===== src/rtl/sram_backup_reader.sv =====
// sram_backup_reader: streams an SDRAM word region out as big-endian bytes.
// Optional running byte checksum output enabled by SRAM_BACKUP_CHECKSUM_EN.
module sram_backup_reader #(
  parameter int LEN_W       = 18,
  parameter int ACK_TIMEOUT = 4096
) (
  input  logic             clk,
  input  logic             resetn,
  input  logic             start,
  input  logic             abort,
  input  logic [21:0]      base_addr,
  input  logic [LEN_W-1:0] len_bytes,
  output logic [21:0]      mem_addr,
  output logic             mem_req,
  input  logic             mem_ack,
  input  logic [15:0]      mem_dout,
  output logic [7:0]       out_data,
  output logic             out_valid,
  input  logic             out_ready,
  output logic             busy,
  output logic             done,
  output logic             error
`ifdef SRAM_BACKUP_CHECKSUM_EN
  ,
  output logic [15:0]      checksum
`endif
);

  typedef enum logic [2:0] {
    S_IDLE,
    S_REQ,
    S_WAIT,
    S_HI,
    S_LO,
    S_DRAIN,
    S_FIN
  } state_t;

  localparam int TW = (ACK_TIMEOUT > 1) ? $clog2(ACK_TIMEOUT) : 1;
  localparam logic [TW-1:0] TMAX =
    TW'((ACK_TIMEOUT > 0) ? ACK_TIMEOUT - 1 : 0);

  state_t           state;
  logic [LEN_W-1:0] rem;
  logic [15:0]      word;
  logic [TW-1:0]    tcnt;
  logic             ack_ok;
  logic             tmo;
  logic             last;

  assign ack_ok = (mem_ack == mem_req);
  assign tmo    = (ACK_TIMEOUT > 0) && (tcnt == TMAX);
  assign last   = (rem == LEN_W'(1));

  // Dump sequencer: request, wait, emit high byte then low byte, repeat.
  always_ff @(posedge clk) begin
    if (!resetn) begin
      state     <= S_IDLE;
      mem_req   <= mem_ack;
      mem_addr  <= '0;
      out_data  <= '0;
      out_valid <= 1'b0;
      busy      <= 1'b0;
      done      <= 1'b0;
      error     <= 1'b0;
      rem       <= '0;
      word      <= '0;
      tcnt      <= '0;
`ifdef SRAM_BACKUP_CHECKSUM_EN
      checksum  <= '0;
`endif
    end else begin
      done <= 1'b0;
`ifdef SRAM_BACKUP_CHECKSUM_EN
      if (out_valid && out_ready)
        checksum <= checksum + {8'd0, out_data};
`endif
      unique case (state)
        S_IDLE: begin
          if (start && !abort) begin
            error    <= 1'b0;
            mem_addr <= base_addr;
            rem      <= len_bytes;
`ifdef SRAM_BACKUP_CHECKSUM_EN
            checksum <= '0;
`endif
            if (len_bytes != '0) begin
              busy  <= 1'b1;
              state <= S_REQ;
            end else begin
              done  <= 1'b1;
              state <= S_FIN;
            end
          end
        end
        S_REQ: begin
          tcnt <= '0;
          if (abort) begin
            state <= S_DRAIN;
          end else begin
            mem_req <= ~mem_req;
            state   <= S_WAIT;
          end
        end
        S_WAIT: begin
          if (abort) begin
            state <= S_DRAIN;
          end else if (ack_ok) begin
            word      <= mem_dout;
            out_data  <= mem_dout[15:8];
            out_valid <= 1'b1;
            state     <= S_HI;
          end else if (tmo) begin
            // leave mem_req as is so a late ack is simply ignored
            error <= 1'b1;
            busy  <= 1'b0;
            state <= S_IDLE;
          end else begin
            tcnt <= tcnt + 1'b1;
          end
        end
        S_HI: begin
          if (abort) begin
            out_valid <= 1'b0;
            busy      <= 1'b0;
            state     <= S_IDLE;
          end else if (out_ready) begin
            rem <= rem - 1'b1;
            if (last) begin
              out_valid <= 1'b0;
              busy      <= 1'b0;
              done      <= 1'b1;
              state     <= S_FIN;
            end else begin
              out_data <= word[7:0];
              state    <= S_LO;
            end
          end
        end
        S_LO: begin
          if (abort) begin
            out_valid <= 1'b0;
            busy      <= 1'b0;
            state     <= S_IDLE;
          end else if (out_ready) begin
            rem       <= rem - 1'b1;
            mem_addr  <= mem_addr + 22'd1;
            out_valid <= 1'b0;
            if (last) begin
              busy  <= 1'b0;
              done  <= 1'b1;
              state <= S_FIN;
            end else begin
              state <= S_REQ;
            end
          end
        end
        S_DRAIN: begin
          if (ack_ok) begin
            busy  <= 1'b0;
            state <= S_IDLE;
          end else if (tmo) begin
            error <= 1'b1;
            busy  <= 1'b0;
            state <= S_IDLE;
          end else begin
            tcnt <= tcnt + 1'b1;
          end
        end
        S_FIN: begin
          state <= S_IDLE;
        end
        default: begin
          state <= S_IDLE;
        end
      endcase
    end
  end

endmodule


===== config.mk =====
export PLATFORM = sky130hd
export DESIGN_NAME = sram_backup_reader
export DESIGN_NICKNAME = d
export VERILOG_FILES = /design/src/rtl/sram_backup_reader.sv
export SDC_FILE = /design/constraint.sdc
export NUM_CORES = 1
export LEC_CHECK = 0
export CORE_MARGIN = 3
export CORE_UTILIZATION = 30
export CTS_BUF_LIST = sky130_fd_sc_hd__clkbuf_16
export CTS_CLUSTER_DIAMETER = 60
export CTS_CLUSTER_SIZE = 30
export DETAILED_ROUTE_END_ITERATION = 8
export PLACE_DENSITY = 0.64
export SLEW_MARGIN = 25
export SYNTH_ARGS = -nofsm -noshare
export SYNTH_HDL_FRONTEND = slang
export SYNTH_SLANG_ARGS = --single-unit

===== constraint.sdc =====
create_clock -name clk -period 3.98 [get_ports clk]
set_input_delay 0.796 -clock clk [delete_from_list [all_inputs] [get_ports clk]]
set_output_delay 0.796 -clock clk [all_outputs]
set_load 0.05 [all_outputs]

==> results.cfg, run 1 <==
[floorplanning]
row_count = 44
die_h_um = 130.2
initial_utilization_pct = 31.23
fp.dieW_um = 130.2
boundaryPins = 97
core-area_mm2 = 0.01481
die_area_mm2 = 0.01694

[grt]
grt_max_degree = 57
antenna_found_initial = 0
grt_pass1_vias = 4573
gr-total-overflow = 0
grt_use_total_pct = 16.54
grt_pass1_wl_mm = 22.66

[detailed_routing]
drt_wl_total_mm = 14.23
drtPass1Iterations = 5
drtIter0Drc = 441
wire_per_inst_um = 16.40
route.detailed.drc = 0
postRouteAntennaNets = 0
vias = 4913
viasPerCell = 5.660

[worst_setup_path]
arrival_ns = 3.12
path_class = in2reg
critPathMaxFanout = 17
r2r.worst_path.cells = 6
r2r_slack_ns = 1.37
cp.required_ns = 4.24
critPathLaunch = abort
start_kind = input port
r2r_start = state[0]$_SDFFE_PN0P_
endpoint_kind = flip-flop
timing.rr.end = out_data[5]$_SDFFE_PN0P_
crit_end = state[1]$_SDFFE_PN0P_

[timing]
slew_headroom_pct = 35.49
finalCritPeriodShare_pct = 71.77
setup_viol = 0
tns_ns = 0
finalClockSkew_ns = 0.006241
fin_crit_ns = 2.857
tightestPinTransition_ns = 0.9663
rsz0062_at_grt = no
max_freq_mhz = 350.1
final_max_slew_viol_count = 0
hold_viol_final = 0

[clock_network]
hold_buffers = 0
cts_num_sinks = 76
insertion_delay_ns = 0.34
post_cts_buffers = 0
cts-resized-gates = 0
cts_tree = done
numCtsBuffers = 9
htree_levels = 3
cts_root_buf = clkbuf_16
clock_path_buffers = 2
clk_pin_slew_ns = 0.06

[synthesis]
synth_compound_area_share_pct = 27.98
ys_seq_area_share_pct = 33.12
synth_async_sr_flop_share_pct = 0
netlist_instances = 603
synth_xor_area_share_pct = 1.488
ys.flop_type = dfxtp_1
synth_edf_count = 1
synth_top_family_by_area = simple AND/OR/NAND/NOR gates
yosysWarningCount = 0
syn-num-nets = 669
synth_cell_types = 75
synth_area_mm2 = 0.004624
synthAdderAreaFrac_pct = 1.082
avgSynthCellArea_um2 = 7.669
synth-simple-area-share_pct = 28.25
synth_seq_cells = 76
muxShareOfSynthArea_pct = 3.274

[final_layout]
n_antenna_cell = 0
drive_above_1_share_pct = 7.164
final_cell_mix = 96 x clkdlybuf4s50_1, 75 x dfxtp_1, 63 x nand2_1
final_nets = 745
layout_commonest_cell = clkdlybuf4s50_1
final_cell_count_no_fill = 868
syn_to_final_growth_pct = 30.76

[worst_hold_path]
holdCritStartpoint = word[2]$_SDFFE_PN0P_
hp-class = reg2reg

[place]
gp_congestion = 0.8965
dp_cells = 852
dp_hpwl_mm = 9.996
io_buffers = 96

[status]
status = finished clean

[power]
p_per_area_mw_per_mm2 = 391.6
vdd.ir_drop.worst_uv = 224.2
leakagePower_nw = 2.170

[flow_run]
drv_cap = 0
[flip-flops by register name, summed over array words and instances (netlist names), 3 cells and up]
name	cells
word	8
out_data	8
rem	18
mem_addr	22
tcnt	12
state	3
[cell families (layout without fill, tap and decap cells)]
logic type | after synthesis | after routing
DFF | 76 | 76
xor gates and xnor gates | 7 | 7
and+or+nand+nor | 251 | 251
adders and majority gates | 4 | 4
AOI/OAI and AO/OA | 195 | 195
muxes | 15 | 15
buffers and inverters | 55 | 136
[through the flow]
step	total power (W)	setup slack [ns]	hold slack [ns]	util [%]	cell area, um^2
after detailed placement	0.001522	0.8599	0.4461	38.76	5741
after CTS	0.002386	1.162	0.4541	40.83	6047
after floorplan	0.001306	1.745	0.4357	-	4624
final	0.002368	1.124	0.4539	40.83	6047
after global placement	0.001510	0.9217	0.4416	38.76	5741
after global routing	0.002486	1.032	0.4710	40.83	6047
[worst max-delay path: stages]
cell and delay [ns]:
clkdlybuf4s50_1 0.63, buf_4 0.28, nor3_1 0.08, o21ai_0 0.35, nand4_1 0.24, or4_1 0.58, o221ai_1 0.15
[routing by layer]
| metal | wire length [um] | track usage [%] | share of wire [%] | up-vias |
|---|---|---|---|---|
| met2 | 6831 | 26.98 | 48 | 146 |
| li1 | - | - | - | 2409 |
| met4 | 133 | 4.279 | 0.93 | 0 |
| met3 | 996 | 5.444 | 7.0 | 12 |
| met1 | 6270 | 21.08 | 44 | 2346 |
| met5 | 0 | 0 | 0 | - |
[layout make-up]
class / count / area, um^2
well taps: 184 / 230.2
flip-flops and latches: 76 / 1531
inverters: 11 / 41.29
clock inverters: 7 / 81.33
multi-input cells: 472 / 2879
fillers: 1482 / 8762
clock buffers: 9 / 225.2
repair buffers: 109 / 1059
[worst min-delay path by stage]
| stage | endpoint | slack, ns | cells after the start |
|---|---|---|---|
| after global routing | word[3]$_SDFFE_PN0P_ | 0.47 | 2 |
| final | word[2]$_SDFFE_PN0P_ | 0.45 | 2 |
| after CTS | word[0]$_SDFFE_PN0P_ | 0.45 | 2 |
| after global placement | word[2]$_SDFFE_PN0P_ | 0.44 | 2 |
| after detailed placement | word[0]$_SDFFE_PN0P_ | 0.45 | 2 |
| after floorplan | word[0]$_SDFFE_PN0P_ | 0.44 | 2 |
[cell usage after synthesis (3+ instances only)]
cell type,n,area [um^2]
o211ai_1,6,45.04
buf_1,3,11.26
nand2b_1,5,31.28
mux2i_1,14,140.1
nor2_1,60,225.2
or3_1,7,43.79
a22oi_1,5,37.54
a221oi_1,3,26.28
o32ai_1,3,26.28
o311a_1,8,80.08
a22o_1,4,35.03
nand3b_1,3,22.52
o221a_2,4,45.04
or4_1,5,37.54
a211oi_1,4,30.03
a21oi_1,58,290.3
buf_2,10,50.05
and2_0,3,18.77
xnor2_1,6,52.55
nand2_1,63,236.5
nor4_1,8,50.05
o31ai_1,4,30.03
nand3_1,25,125.1
and2_1,4,25.02
nor4_2,4,50.05
dfxtp_1,75,1501
nor3b_1,5,37.54
o21ai_0,44,220.2
a31oi_1,12,75.07
o311ai_0,3,26.28
a21o_1,6,45.04
nor3_1,25,125.1
nand4_1,10,62.56
ha_1,4,50.05
and3_1,10,62.56
clkbuf_1,30,112.6
inv_1,11,41.29
[report_power, final]
part	switching, W	leakage [nW]	internal [W]
combinational	0.000376	1.40	0.000247
sequential	0.0000799	0.619	0.000812
clock	0.000313	0.152	0.000540
No activity file was read; power rests on OpenSTA's default activity.
==> run 2: changes to the inputs <==
==> constraint.sdc (replaced) <==
create_clock -name clk -period 3 [get_ports clk]
set_input_delay 0.6 -clock clk [delete_from_list [all_inputs] [get_ports clk]]
set_output_delay 0.6 -clock clk [all_outputs]
set_load 0.05 [all_outputs]
==> results.cfg, run 2 (same netlist as run 1, synthesis figures left out) <==
[clock_network]
post_cts_buffers = 0
hold_buffers = 0
htree_levels = 3
numCtsBuffers = 9
clock_path_buffers = 2
cts_root_buf = clkbuf_16
cts_num_sinks = 76
cts-resized-gates = 0
clk_pin_slew_ns = 0.06
cts_tree = done
insertion_delay_ns = 0.34

[power]
p_switching_w = 0.001042
swShare_pct = 31.38
combPwrFrac_pct = 26.4
leakagePower_nw = 2.263
sequentialPowerShare_pct = 34.9
vdd.ir_drop.worst_uv = 311.6
p_int_w = 0.002279
pwr-share-clk_pct = 38.6
p_per_area_mw_per_mm2 = 536.1
totalPowerFinal_w = 0.003321

[floorplanning]
die_h_um = 130.2
fp.dieW_um = 130.2
die_area_mm2 = 0.01694
initial_utilization_pct = 31.23
core-area_mm2 = 0.01481
boundaryPins = 97
row_count = 44

[flow_run]
drv_cap = 0

[status]
status = finished clean

[final_layout]
top_regs = mem_addr x22, rem x18, tcnt x12
final_cell_count_no_fill = 881
n_antenna_cell = 0
syn_to_final_growth_pct = 33.96
layout_commonest_cell = clkdlybuf4s50_1
largest_reg_flops = 22
drive_above_1_share_pct = 9.182
final_cell_mix = 96 x clkdlybuf4s50_1, 75 x dfxtp_1, 63 x nand2_1
max_flop_register = mem_addr
final_nets = 759

[place]
dp_cells = 866
gp_congestion = 0.8964
io_buffers = 96
dp_hpwl_mm = 10.46
dp_slack_ns = 0.1982

[detailed_routing]
wire_per_inst_um = 16.63
drtIter0Drc = 476
viasPerCell = 5.711
route.detailed.drc = 0
drtPass1Iterations = 5
postRouteAntennaNets = 0
vias = 5031
drt_wl_total_mm = 14.65

[timing]
max_freq_mhz = 404.0
slew_headroom_pct = 52.12
tightestPinTransition_ns = 0.7123
rsz0062_at_grt = no
fin_crit_ns = 2.475
setup_viol = 0
hold_viol_final = 0
final_max_slew_viol_count = 0
finalClockSkew_ns = 0.005703
tns_ns = 0
layout_setup_ws_ns = 0.5246
finalCritPeriodShare_pct = 82.51

[grt]
grt_use_total_pct = 17.09
gr-total-overflow = 0
grt_pass1_vias = 4770
grt_max_degree = 53
grt_pass1_wl_mm = 23.63
antenna_found_initial = 0

[worst_setup_path]
arrival_ns = 2.71
critPathMaxFanout = 8
start_kind = input port
path_class = in2reg
endpoint_kind = flip-flop
cp.required_ns = 3.23

[worst_hold_path]
hp-class = reg2reg
-- run 2: cell count changes in the layout (fill, tap and decap cells not counted), sizes merged --
cell / change
buf: +14
clkbuf: +1
inv: +1
clkinv: -4
bufinv: +1
-- run 2: area by class of cell --
class,instances,area [um^2]
Timing Repair Buffer,123,1164
Multi-Input combinational cell,472,2879
Clock inverter,5,98.84
Fill cell,1478,8615
Clock buffer,10,250.2
Tap cell,184,230.2
Inverter,11,41.29
Sequential cell,76,1531
-- run 2: path summary, 6_finish.rpt --
kind,start,to,slack (ns),cells past startpoint
worst max-delay path,abort,tcnt[8]$_SDFFE_PN0P_,0.52,6
worst min-delay path,word[2]$_SDFFE_PN0P_,word[2]$_SDFFE_PN0P_,0.45,2
worst max register to register,mem_addr[0]$_SDFFE_PN0P_,mem_addr[18]$_SDFFE_PN0P_,0.68,6
worst min register to register,word[2]$_SDFFE_PN0P_,word[2]$_SDFFE_PN0P_,0.45,2
-- run 2: through the flow --
stage	hold WS, ns	utilization, %	instance area (um^2)
6_report	0.4540	41.83	6195
5_1_grt	0.4797	41.83	6195
4_1_cts	0.4557	41.83	6195
3_5_place_dp	0.4474	39.47	5846
3_3_place_gp	0.4433	39.47	5846
2_1_floorplan	0.4357	-	4624
-- run 2: critical path, cell delays in order --
cell and delay, ns:
clkdlybuf4s50_1 0.59, nor4b_2 0.43, a2bb2oi_2 0.19, a2111oi_0 0.63
xnor2_1 0.20, nor2_1 0.06
-- run 2: power by group through the flow --
stage / Combinational (W) / Sequential, W / Clock, W
after CTS: 0.000874 / 0.00116 / 0.00131
after global routing: 0.000956 / 0.00117 / 0.00135
after global placement: 0.000855 / 0.00118 / 0
final: 0.000877 / 0.00116 / 0.00128
after detailed placement: 0.000870 / 0.00118 / 0
after floorplan: 0.000463 / 0.00127 / 0
-- run 2: routing by layer --
layer	routed length, um	track usage [%]
met4	282	6.174
met3	844	3.111
met5	0	0
met2	6940	27.64
met1	6583	22.79
==> run 3: changes to the inputs <==
==> constraint.sdc (replaced) <==
create_clock -name clk -period 2.3 [get_ports clk]
set_input_delay 0.46 -clock clk [delete_from_list [all_inputs] [get_ports clk]]
set_output_delay 0.46 -clock clk [all_outputs]
set_load 0.05 [all_outputs]
==> results.cfg, run 3 (same netlist as run 1, synthesis figures left out) <==
[clock_network]
cts_tree = done
numCtsBuffers = 9
clk_pin_slew_ns = 0.06
htree_levels = 3
insertion_delay_ns = 0.35
cts_num_sinks = 76
clock_path_buffers = 2
cts_root_buf = clkbuf_16
hold_buffers = 0

[grt]
grt_use_total_pct = 17.62
antenna_found_initial = 0
grt_max_degree = 53
gr-total-overflow = 0
grt_pass1_vias = 5047
grt_pass1_wl_mm = 24.09

[final_layout]
ff_latch_area_mm2 = 0.001533
design_area_mm2 = 0.006548
syn_to_final_growth_pct = 41.59
largest_reg_flops = 22
final_cell_count_no_fill = 919
drive_above_1_share_pct = 14.15
top_regs = mem_addr x22, rem x18, tcnt x12
final_cell_mix = 96 x clkdlybuf4s50_1, 74 x dfxtp_1, 63 x nand2_1
utilization_pct = 44.21
fillCellCount = 1489
n_antenna_cell = 0
final_nets = 796
max_flop_register = mem_addr
multiInputGateArea_mm2 = 0.002882
layout_commonest_cell = clkdlybuf4s50_1

[place]
dp_slack_ns = -0.1575
place_area_mm2 = 0.006186
dp_hpwl_mm = 10.93
io_buffers = 96
gp_congestion = 0.9752
dp_cells = 903

[detailed_routing]
drtIter0Drc = 374
route.detailed.drc = 0
highest_layer = met4
wl_met3_mm = 1.072
wl_met1_mm = 6.589
postRouteAntennaNets = 0
wl_met2_mm = 7.119
vias = 5189
viasPerCell = 5.646
drtPass1Iterations = 5
drt_wl_total_mm = 15.04
wire_per_inst_um = 16.36

[floorplanning]
die_area_mm2 = 0.01694
core-area_mm2 = 0.01481
fp.dieW_um = 130.2
initial_utilization_pct = 31.23
die_h_um = 130.2
boundaryPins = 97
row_count = 44

[timing]
rsz0062_at_grt = no
holdWs_ns = 0.4602
finalClockSkew_ns = 0.007083
final_max_slew_viol_count = 0
finalCritPeriodShare_pct = 93.81
slew_headroom_pct = 61.23
layout_setup_ws_ns = 0.1425
tightestPinTransition_ns = 0.5776
setup_viol = 0
hold_viol_final = 0
fin_crit_ns = 2.158
max_freq_mhz = 463.5

[power]
p_switching_w = 0.001398
p_per_area_mw_per_mm2 = 681.2
p_int_w = 0.003062
sequentialPowerShare_pct = 34.0
vdd.ir_drop.worst_uv = 376.5
leakagePower_nw = 2.466
swShare_pct = 31.34
combPwrFrac_pct = 27.9
pwr-share-clk_pct = 38.1

[worst_hold_path]
hp-class = reg2reg

[worst_setup_path]
crit_path_top_delay_cell = nor4_2
path_cells = nor4_2 -> nand4_1 -> o21a_1 -> buf_12 -> o21ai_0 -> o311a_1
path_class = reg2reg
start_kind = flip-flop
cp.required_ns = 2.59
endpoint_kind = flip-flop
arrival_ns = 2.45
critPathMaxStageDelay_ns = 0.46
critPathMaxFanout = 16

[flow_run]
drv_cap = 0

[status]
status = finished clean
==> run 3: cell types whose count changed in the layout (fill, tap and decap cells not counted), sizes merged <==
cell,previous run,this run
buf,27,64
clkinv,1,2
==> run 3: power by group through the flow <==
stage | combinational, W | clock (W) | sequential (W)
2_1_floorplan | 0.000604 | 0 | 0.00166
3_3_place_gp | 0.00120 | 0 | 0.00154
3_5_place_dp | 0.00123 | 0 | 0.00154
4_1_cts | 0.00123 | 0.00174 | 0.00151
5_1_grt | 0.00134 | 0.00178 | 0.00153
6_report | 0.00124 | 0.00170 | 0.00152
==> run 3: what timing repair did <==
item | in CTS | in global routing
buffers inserted | 0 | 0
setup endpoints to repair | 0 | 5
gates resized for setup | 0 | 4
==> run 3: final timing paths <==
check                             from                       end  slack (ns)  cells past startpoint
setup / recovery  rem[10]$_SDFFE_PN0P_  out_data[7]$_SDFFE_PN0P_        0.14                      6
hold / removal    word[1]$_SDFFE_PN0P_      word[1]$_SDFFE_PN0P_        0.46                      2
setup reg to reg  rem[10]$_SDFFE_PN0P_  out_data[7]$_SDFFE_PN0P_        0.14                      6
hold reg to reg   word[1]$_SDFFE_PN0P_      word[1]$_SDFFE_PN0P_        0.46                      2
==> run 3: area by class of cell <==
class / count / share of cell area [%]
multi-input combinational: 472 / 44.01
sequential: 76 / 23.41
timing repair buffer: 160 / 22.97
clock buffer: 10 / 3.822
tap: 184 / 3.516
clock inverter: 6 / 1.643
inverter: 11 / 0.6306
==> run 3: layer usage <==
metal  vias to the layer above  GRT usage [%]
li1                       2519              -
met1                      2465          21.92
met2                       183          29.27
met3                        22          4.789
met4                         0          6.296
met5                         -              0
==> run 3: critical path: cells and delay by family, from the launching register on <==
family	cells	cell delay, ns
buffers and inverters	1	0.15
and+or+nand+nor	2	0.88
DFF	1	0.36
AOI/OAI and AO/OA	3	0.70
==> run 3: metrics by stage <==
step / TNS, ns / total power [W]
CTS: 0 / 0.004489
global placement: -0.8657 / 0.002741
global route: 0 / 0.004658
floorplan: 0 / 0.002260
finish: 0 / 0.004460
detailed placement: -2.073 / 0.002769
